**src/rtl/spi_mosi_deserializer.sv**
```systemverilog
// rtl/spi_mosi_deserializer.sv - SPI slave MOSI word assembler with valid/ready holding register and sticky overrun
module spi_mosi_deserializer #(
  parameter int WIDTH      = 8,
  parameter bit MSB_FIRST  = 1'b1,
  parameter bit SAMPLE_NEG = 1'b1,
  localparam int CW        = $clog2(WIDTH)
) (
  input  logic             clk,
  input  logic             reset,
  input  logic             sclkPosEdge,
  input  logic             sclkNegEdge,
  input  logic             cs_n,
  input  logic             mosi,
  input  logic             rx_ready,
  input  logic             ovr_clr,
  output logic [WIDTH-1:0] rx_data,
  output logic             rx_valid,
  output logic             overrun,
  output logic [CW-1:0]    bit_count
);

  logic [WIDTH-1:0] sr;
  logic [WIDTH-1:0] sr_next;
  logic             strobe;
  logic             sample;
  logic             last_bit;
  logic             complete;

  assign strobe   = SAMPLE_NEG ? sclkNegEdge : sclkPosEdge;
  assign sample   = ~cs_n & strobe;
  assign last_bit = (bit_count == CW'(WIDTH - 1));
  assign complete = sample & last_bit;

  // sr_next already contains the bit sampled this cycle, so it is the finished word on completion
  always_comb begin
    sr_next = sr;
    if (MSB_FIRST) sr_next = {sr[WIDTH-2:0], mosi};
    else           sr_next = {mosi, sr[WIDTH-1:1]};
  end

  always_ff @(posedge clk or posedge reset) begin
    if (reset) begin
      sr        <= '0;
      bit_count <= '0;
    end else if (cs_n) begin
      sr        <= '0;
      bit_count <= '0;
    end else if (sample) begin
      sr        <= sr_next;
      bit_count <= last_bit ? '0 : bit_count + CW'(1);
    end
  end

  // A completion always loads the holding register; a concurrent rx_ready consumes the old word
  always_ff @(posedge clk or posedge reset) begin
    if (reset) begin
      rx_data  <= '0;
      rx_valid <= 1'b0;
    end else if (complete) begin
      rx_data  <= sr_next;
      rx_valid <= 1'b1;
    end else if (rx_ready) begin
      rx_valid <= 1'b0;
    end
  end

  always_ff @(posedge clk or posedge reset) begin
    if (reset)                               overrun <= 1'b0;
    else if (complete & rx_valid & ~rx_ready) overrun <= 1'b1;
    else if (ovr_clr)                         overrun <= 1'b0;
  end

endmodule
```
**config.mk**
```make
export PLATFORM = sky130hd
export DESIGN_NAME = spi_mosi_deserializer
export DESIGN_NICKNAME = d
export VERILOG_FILES = /design/src/rtl/spi_mosi_deserializer.sv
export SDC_FILE = /design/constraint.sdc
export NUM_CORES = 1
export LEC_CHECK = 0
export ABC_AREA = 1
export CORE_UTILIZATION = 47
export CTS_CLUSTER_SIZE = 20
export DETAILED_ROUTE_END_ITERATION = 8
export PLACE_DENSITY = 0.76
export SLEW_MARGIN = 20
export SYNTH_ARGS = -nofsm -noshare
export SYNTH_HDL_FRONTEND = slang
export SYNTH_SLANG_ARGS = --single-unit
```
**constraint.sdc**
```tcl
create_clock -name clk -period 1.7 [get_ports clk]
set_input_delay 0.425 -clock clk [delete_from_list [all_inputs] [get_ports clk]]
set_output_delay 0.425 -clock clk [all_outputs]
set_load 0.05 [all_outputs]
```
==> results.json, run 1 <==
{
  "status": "complete, no violations",
  "area_delta_synth_final_pct": 32.3,
  "totalWireLength_um": 1600,
  "cts_resized": 0,
  "final_cell_mix": "30 x nand2_1, 20 x dfrtp_1, 15 x buf_4, 9 x inv_1, 8 x nand4_1",
  "ys_seq_area_frac": 0.572,
  "fp.dieArea_mm2": 0.00204,
  "power_density_mw_per_mm2": 747,
  "start_kind": "register",
  "yosysUniqueCellTypes": 14,
  "dp_hpwl_um": 1140,
  "hold_class": "input pin to asynchronous set/reset pin",
  "grt_max_degree": 21,
  "die_w_um": 45.1,
  "syn_area_per_cell_um2": 9.61,
  "cts_buffer_depth": 2,
  "grt_overflow": 0,
  "cp.required_ns": 1.92,
  "critical_path.max_stage_delay_ns": 0.45,
  "io_pins": 21,
  "yosys-top-cells-area": "dfrtp_1 57%, nand2_1 13%, nand4_1 5.7%, o21ai_0 4.0%, inv_1 3.9%",
  "cts-root-buf": "clkbuf_4",
  "gp_congestion": 0.815,
  "fin_hold_ws_ns": 0.434,
  "worstPathCellList": "ha_1, ha_1, buf_4, inv_1, nand2_1, o21ai_0",
  "wl_per_cell_um": 11.4,
  "die_h_um": 45.1,
  "syn-num-nets": 101,
  "via_per_inst": 5.06,
  "synth_warnings": 0,
  "coreArea_mm2": 0.00173,
  "grt_pass1_wl_um": 2740,
  "cap_violations": 0,
  "cts_setup_buffers": 0,
  "crit_top_cell": "ha_1",
  "met3_usage": 0.0360,
  "finalClockSkew_ns": 0.00118,
  "drv_slew": 0,
  "drtIter0Drc": 29,
  "critPathArrivalTime_ns": 1.62,
  "yosysTopAreaCell": "dfrtp_1",
  "vias": 714,
  "clock_latency_ns": 0.30,
  "rsz0062_at_grt": "no",
  "synth_area_um2": 875,
  "rows": 15,
  "grt_use_met2": 0.310,
  "ir_drop_mv": 0.635,
  "setup_viol": 0,
  "hold_buffers": 0,
  "placed_area_mm2": 0.00112,
  "port_buffers": 19,
  "synth_top_area_frac": 0.572,
  "cp_max_fo": 9,
  "min_period_ns": 1.40,
  "fillers": 151,
  "busiest_layer": "met2",
  "max-slew-margin-rel": 0.834,
  "route.detailed.drc": 0,
  "met1_usage": 0.245,
  "finalCritPeriodShare": 0.824,
  "fmax_ghz": 0.714,
  "cts_tree": "done",
  "grtUsageTotal": 0.194,
  "tightest_slew_ns": 0.249,
  "slowest_stage": "dfrtp_1",
  "htree_levels": 1,
  "final_area_mm2": 0.00116,
  "power.leakage_uw": 0.000618,
  "setup_tns_ns": 0,
  "ys_ff_latch": 20,
  "antenna_found_initial": 0,
  "reg2regPathDepth": 6,
  "grt_pass1_vias": 641,
  "hold_viol": 0,
  "tritoncts.num_buffers": 3,
  "crit_type": "register to register",
  "initial_core_util": 0.507,
  "dr.pass1.iters": 4,
  "postRouteAntennaNets": 0,
  "antennaDiodeCount": 0,
  "netlist_instances": 91,
  "cp-end-kind": "register",
  "drive_gt1_frac": 0.233,
  "final_common_cell": "nand2_1",
  "path_clk_slew_ns": 0.11,
  "numClockSinks": 20,
  "fin_nets": 127
}
==> cells in the mapped netlist <==
cell type and instances:
nor2_1 1, dfrtp_1 20, nor2_8 1, nand3_2 2, inv_2 1, nand2_1 30
inv_1 9, buf_4 2, ha_1 2, o21ai_0 7, o21bai_1 1, nand3_1 5
buf_6 2, nand4_1 8
==> layout make-up <==
type	count	area (um^2)	share of cell area
inverter	10	37.5	0.0324
multi-input combinational	57	299	0.258
tap	25	31.3	0.0270
sequential	20	500	0.432
timing repair buffer	25	253	0.218
clock buffer	4	36.3	0.0314
==> metrics by stage <==
step	util	worst slack, ns	instances	power [uW]
final	0.670	0.299	141	865
after global routing	0.670	0.247	141	894
after CTS	0.670	0.291	141	871
after detailed placement	0.649	0.0936	137	604
after global placement	0.649	0.112	137	600
after floorplan	-	0.163	91	550
==> sequential cells by signal, summed over array words and instances (netlist names) <==
| register | count |
|---|---|
| rx_valid | 1 |
| bit_count | 3 |
| overrun | 1 |
| rx_data | 8 |
| sr | 7 |
==> power breakdown <==
part | internal, uW | switching [uW] | total [uW]
clock | 131 | 141 | 271
sequential | 482 | 7.70 | 490
combinational | 46.9 | 56.5 | 103
==> metal layers <==
metal  vias to the layer above  wire, um
met2                        26       790
li1                        349         -
met5                         -         0
met3                         7        76
met1                       332       695
met4                         0        39
==> final timing paths <==
check	startpoint	end	slack, ns
max	bit_count[0]	bit_count[0]	0.30
min reg2reg	rx_data[3]	rx_data[3]	0.48
min in group clk	rx_data[3]	rx_data[3]	0.48
max reg2reg	bit_count[0]	bit_count[0]	0.30
max in group asynchronous	reset	rx_data[1]	1.07
min	reset	rx_data[7]	0.43
==> kinds of logic (layout without fill, tap and decap cells) <==
logic type,after synthesis,count (layout),share of synthesized area
AO/OA/AOI/OAI,8,8,0.0486
adder cells (fa/ha/maj),2,2,0.0286
buffers and inverters,14,39,0.0858
flip-flops,20,20,0.572
AND/OR/NAND/NOR,47,47,0.265
==> critical path: cells and delay by family, from the launching register on <==
| kind | cells | cell delay [ns] |
|---|---|---|
| adders and majority gates | 2 | 0.45 |
| AOI/OAI and AO/OA | 1 | 0.15 |
| DFF | 1 | 0.45 |
| buffers and inverters | 2 | 0.23 |
| and+or+nand+nor | 1 | 0.04 |
Power figures use the tool's default switching activity.
==> run 2, diff against run 1 <==
Settings changed: CORE_UTILIZATION 47 to 42, PLACE_DENSITY 0.76 to 0.72.
Clock period 1.7 ns to 1.2 ns, I/O delays scaled along.
==> run 2 against run 1 <==
  * The flow now finishes with violations (negative setup slack)
  * Clock power rose by 42%
  * Via count rose by 11%
  * Wire length rose by 27%
  * Final cell count rose by 14%
  * Die area rose by 11%
  * First-iteration DRC count fell by 41%
  * Total power rose by 48%
  * Design area rose by 27%
  * Critical path type is now register to output port
  * Largest cell class is now buffers
==> results.json, run 2 (synthesized netlist as in run 1, its figures left out) <==
{
  "via_per_inst": 4.92,
  "vias": 792,
  "power_density_mw_per_mm2": 869,
  "drive_gt1_frac": 0.373,
  "die_h_um": 47.6,
  "start_kind": "register",
  "gp_congestion": 0.786,
  "top_register": "rx_data",
  "hold_viol": 0,
  "final_cell_mix": "30 x nand2_1, 20 x buf_4, 17 x dfrtp_1, 14 x buf_12, 9 x inv_1",
  "cp_max_fo": 2,
  "hold_class": "input pin to asynchronous set/reset pin",
  "numClockSinks": 20,
  "ir_drop_mv": 0.553,
  "setup_viol": 13,
  "rsz0062_at_grt": "yes",
  "grt_pass1_wl_um": 3020,
  "drv_slew": 0,
  "area_delta_synth_final_pct": 68.5,
  "seq_area_um2": 504,
  "coreArea_mm2": 0.00196,
  "initial_core_util": 0.446,
  "cp-end-kind": "output port",
  "drtIter0Drc": 17,
  "total_power_uw": 1280,
  "cts-root-buf": "clkbuf_4",
  "dpl.cell_count": 145,
  "top_regs": "rx_data (8), sr (7), bit_count (3)",
  "totalWireLength_um": 2030,
  "tritoncts.num_buffers": 3,
  "path_clk_slew_ns": 0.11,
  "final_common_cell": "nand2_1",
  "antenna_found_initial": 0,
  "postRouteAntennaNets": 0,
  "setup_tns_ns": -0.436,
  "port_buffers": 19,
  "crit_type": "register to output port",
  "power.leakage_uw": 0.000726,
  "fillers": 135,
  "wl_per_cell_um": 12.6,
  "tightest_slew_ns": 0.172,
  "critPathArrivalTime_ns": 0.99,
  "largest_reg_flops": 8,
  "grt_overflow": 0,
  "setup_slack_ns": -0.0878,
  "status": "finished, violations left",
  "die_w_um": 47.6,
  "dr.pass1.iters": 4,
  "grt_max_degree": 21,
  "cap_violations": 0,
  "rows": 16,
  "fp.dieArea_mm2": 0.00227,
  "dp_hpwl_um": 1360,
  "cts_buffer_depth": 2,
  "antennaDiodeCount": 0,
  "violations": "negative setup slack",
  "fin_nets": 145,
  "hold_buffers": 0,
  "io_pins": 21,
  "grtUsageTotal": 0.201,
  "finalCritPeriodShare": 1.07,
  "multi_input_area_um2": 349,
  "max-slew-margin-rel": 0.884,
  "finalClockSkew_ns": 0.00108,
  "clock_latency_ns": 0.30,
  "cts_tree": "done",
  "cp.required_ns": 0.90,
  "fmax_ghz": 0.777,
  "route.detailed.drc": 0,
  "fin_cells": 161,
  "min_period_ns": 1.29,
  "htree_levels": 1,
  "grt_pass1_vias": 713
}
==> run 2: cell types whose count changed in the layout (fill, tap and decap cells not counted), moves of 3 or more <==
cell,change
dfrtp_2,+3
buf_4,+5
dfrtp_1,-3
buf_12,+10
==> run 2: worst paths after layout <==
check                        startpoint           end  slack (ns)  cells after the start
max in group asynchronous         reset  bit_count[1]        0.75                      3
min                               reset  bit_count[2]        0.31                      3
max reg2reg                bit_count[1]    rx_data[1]       -0.03                      6
min reg2reg                       sr[6]         sr[6]        0.49                      2
max                        bit_count[0]  bit_count[0]       -0.09                      2
min in group clk                  sr[6]         sr[6]        0.49                      2
==> run 2: critical path: stages, from the launching register on <==
cell,delay (ns)
dfrtp_2,0.43
buf_6,0.12
buf_12,0.13
==> run 2: per-stage QoR <==
step	util	instance area (um^2)	hold WS, ns	setup WS (ns)
global placement	0.678	1330	0.456	-0.161
finish	0.751	1470	0.309	-0.0878
floorplan	-	911	0.264	-0.0914
detailed placement	0.678	1330	0.460	-0.208
global route	0.751	1470	0.319	-0.132
CTS	0.716	1400	0.317	-0.0820
==> run 2: cell type report <==
class | count | share of cell area
Timing Repair Buffer | 42 | 0.348
Sequential cell | 20 | 0.342
Multi-Input combinational cell | 58 | 0.237
Inverter | 10 | 0.0255
Clock buffer | 4 | 0.0246
Tap cell | 27 | 0.0229
==> run 2: layer usage <==
| layer | wire length, um | GRT usage | vias up |
|---|---|---|---|
| met5 | 0 | 0 | - |
| met4 | 53 | 0.133 | 0 |
| met3 | 75 | 0.0340 | 5 |
| met2 | 1070 | 0.337 | 25 |
| met1 | 836 | 0.236 | 376 |
| li1 | - | - | 386 |
==> run 2: what timing repair did <==
action,CTS,global route
resized for setup,2,1
setup endpoints to repair,5,25
cloned,0,1
pin swaps,1,2
setup buffers,4,7
==> run 2: power breakdown <==
part	internal [uW]	leakage, uW	switching (uW)
Sequential	684	0.000273	7.53
Clock	185	0.0000210	200
Combinational	104	0.000433	99.7
Total	973	0.000726	308
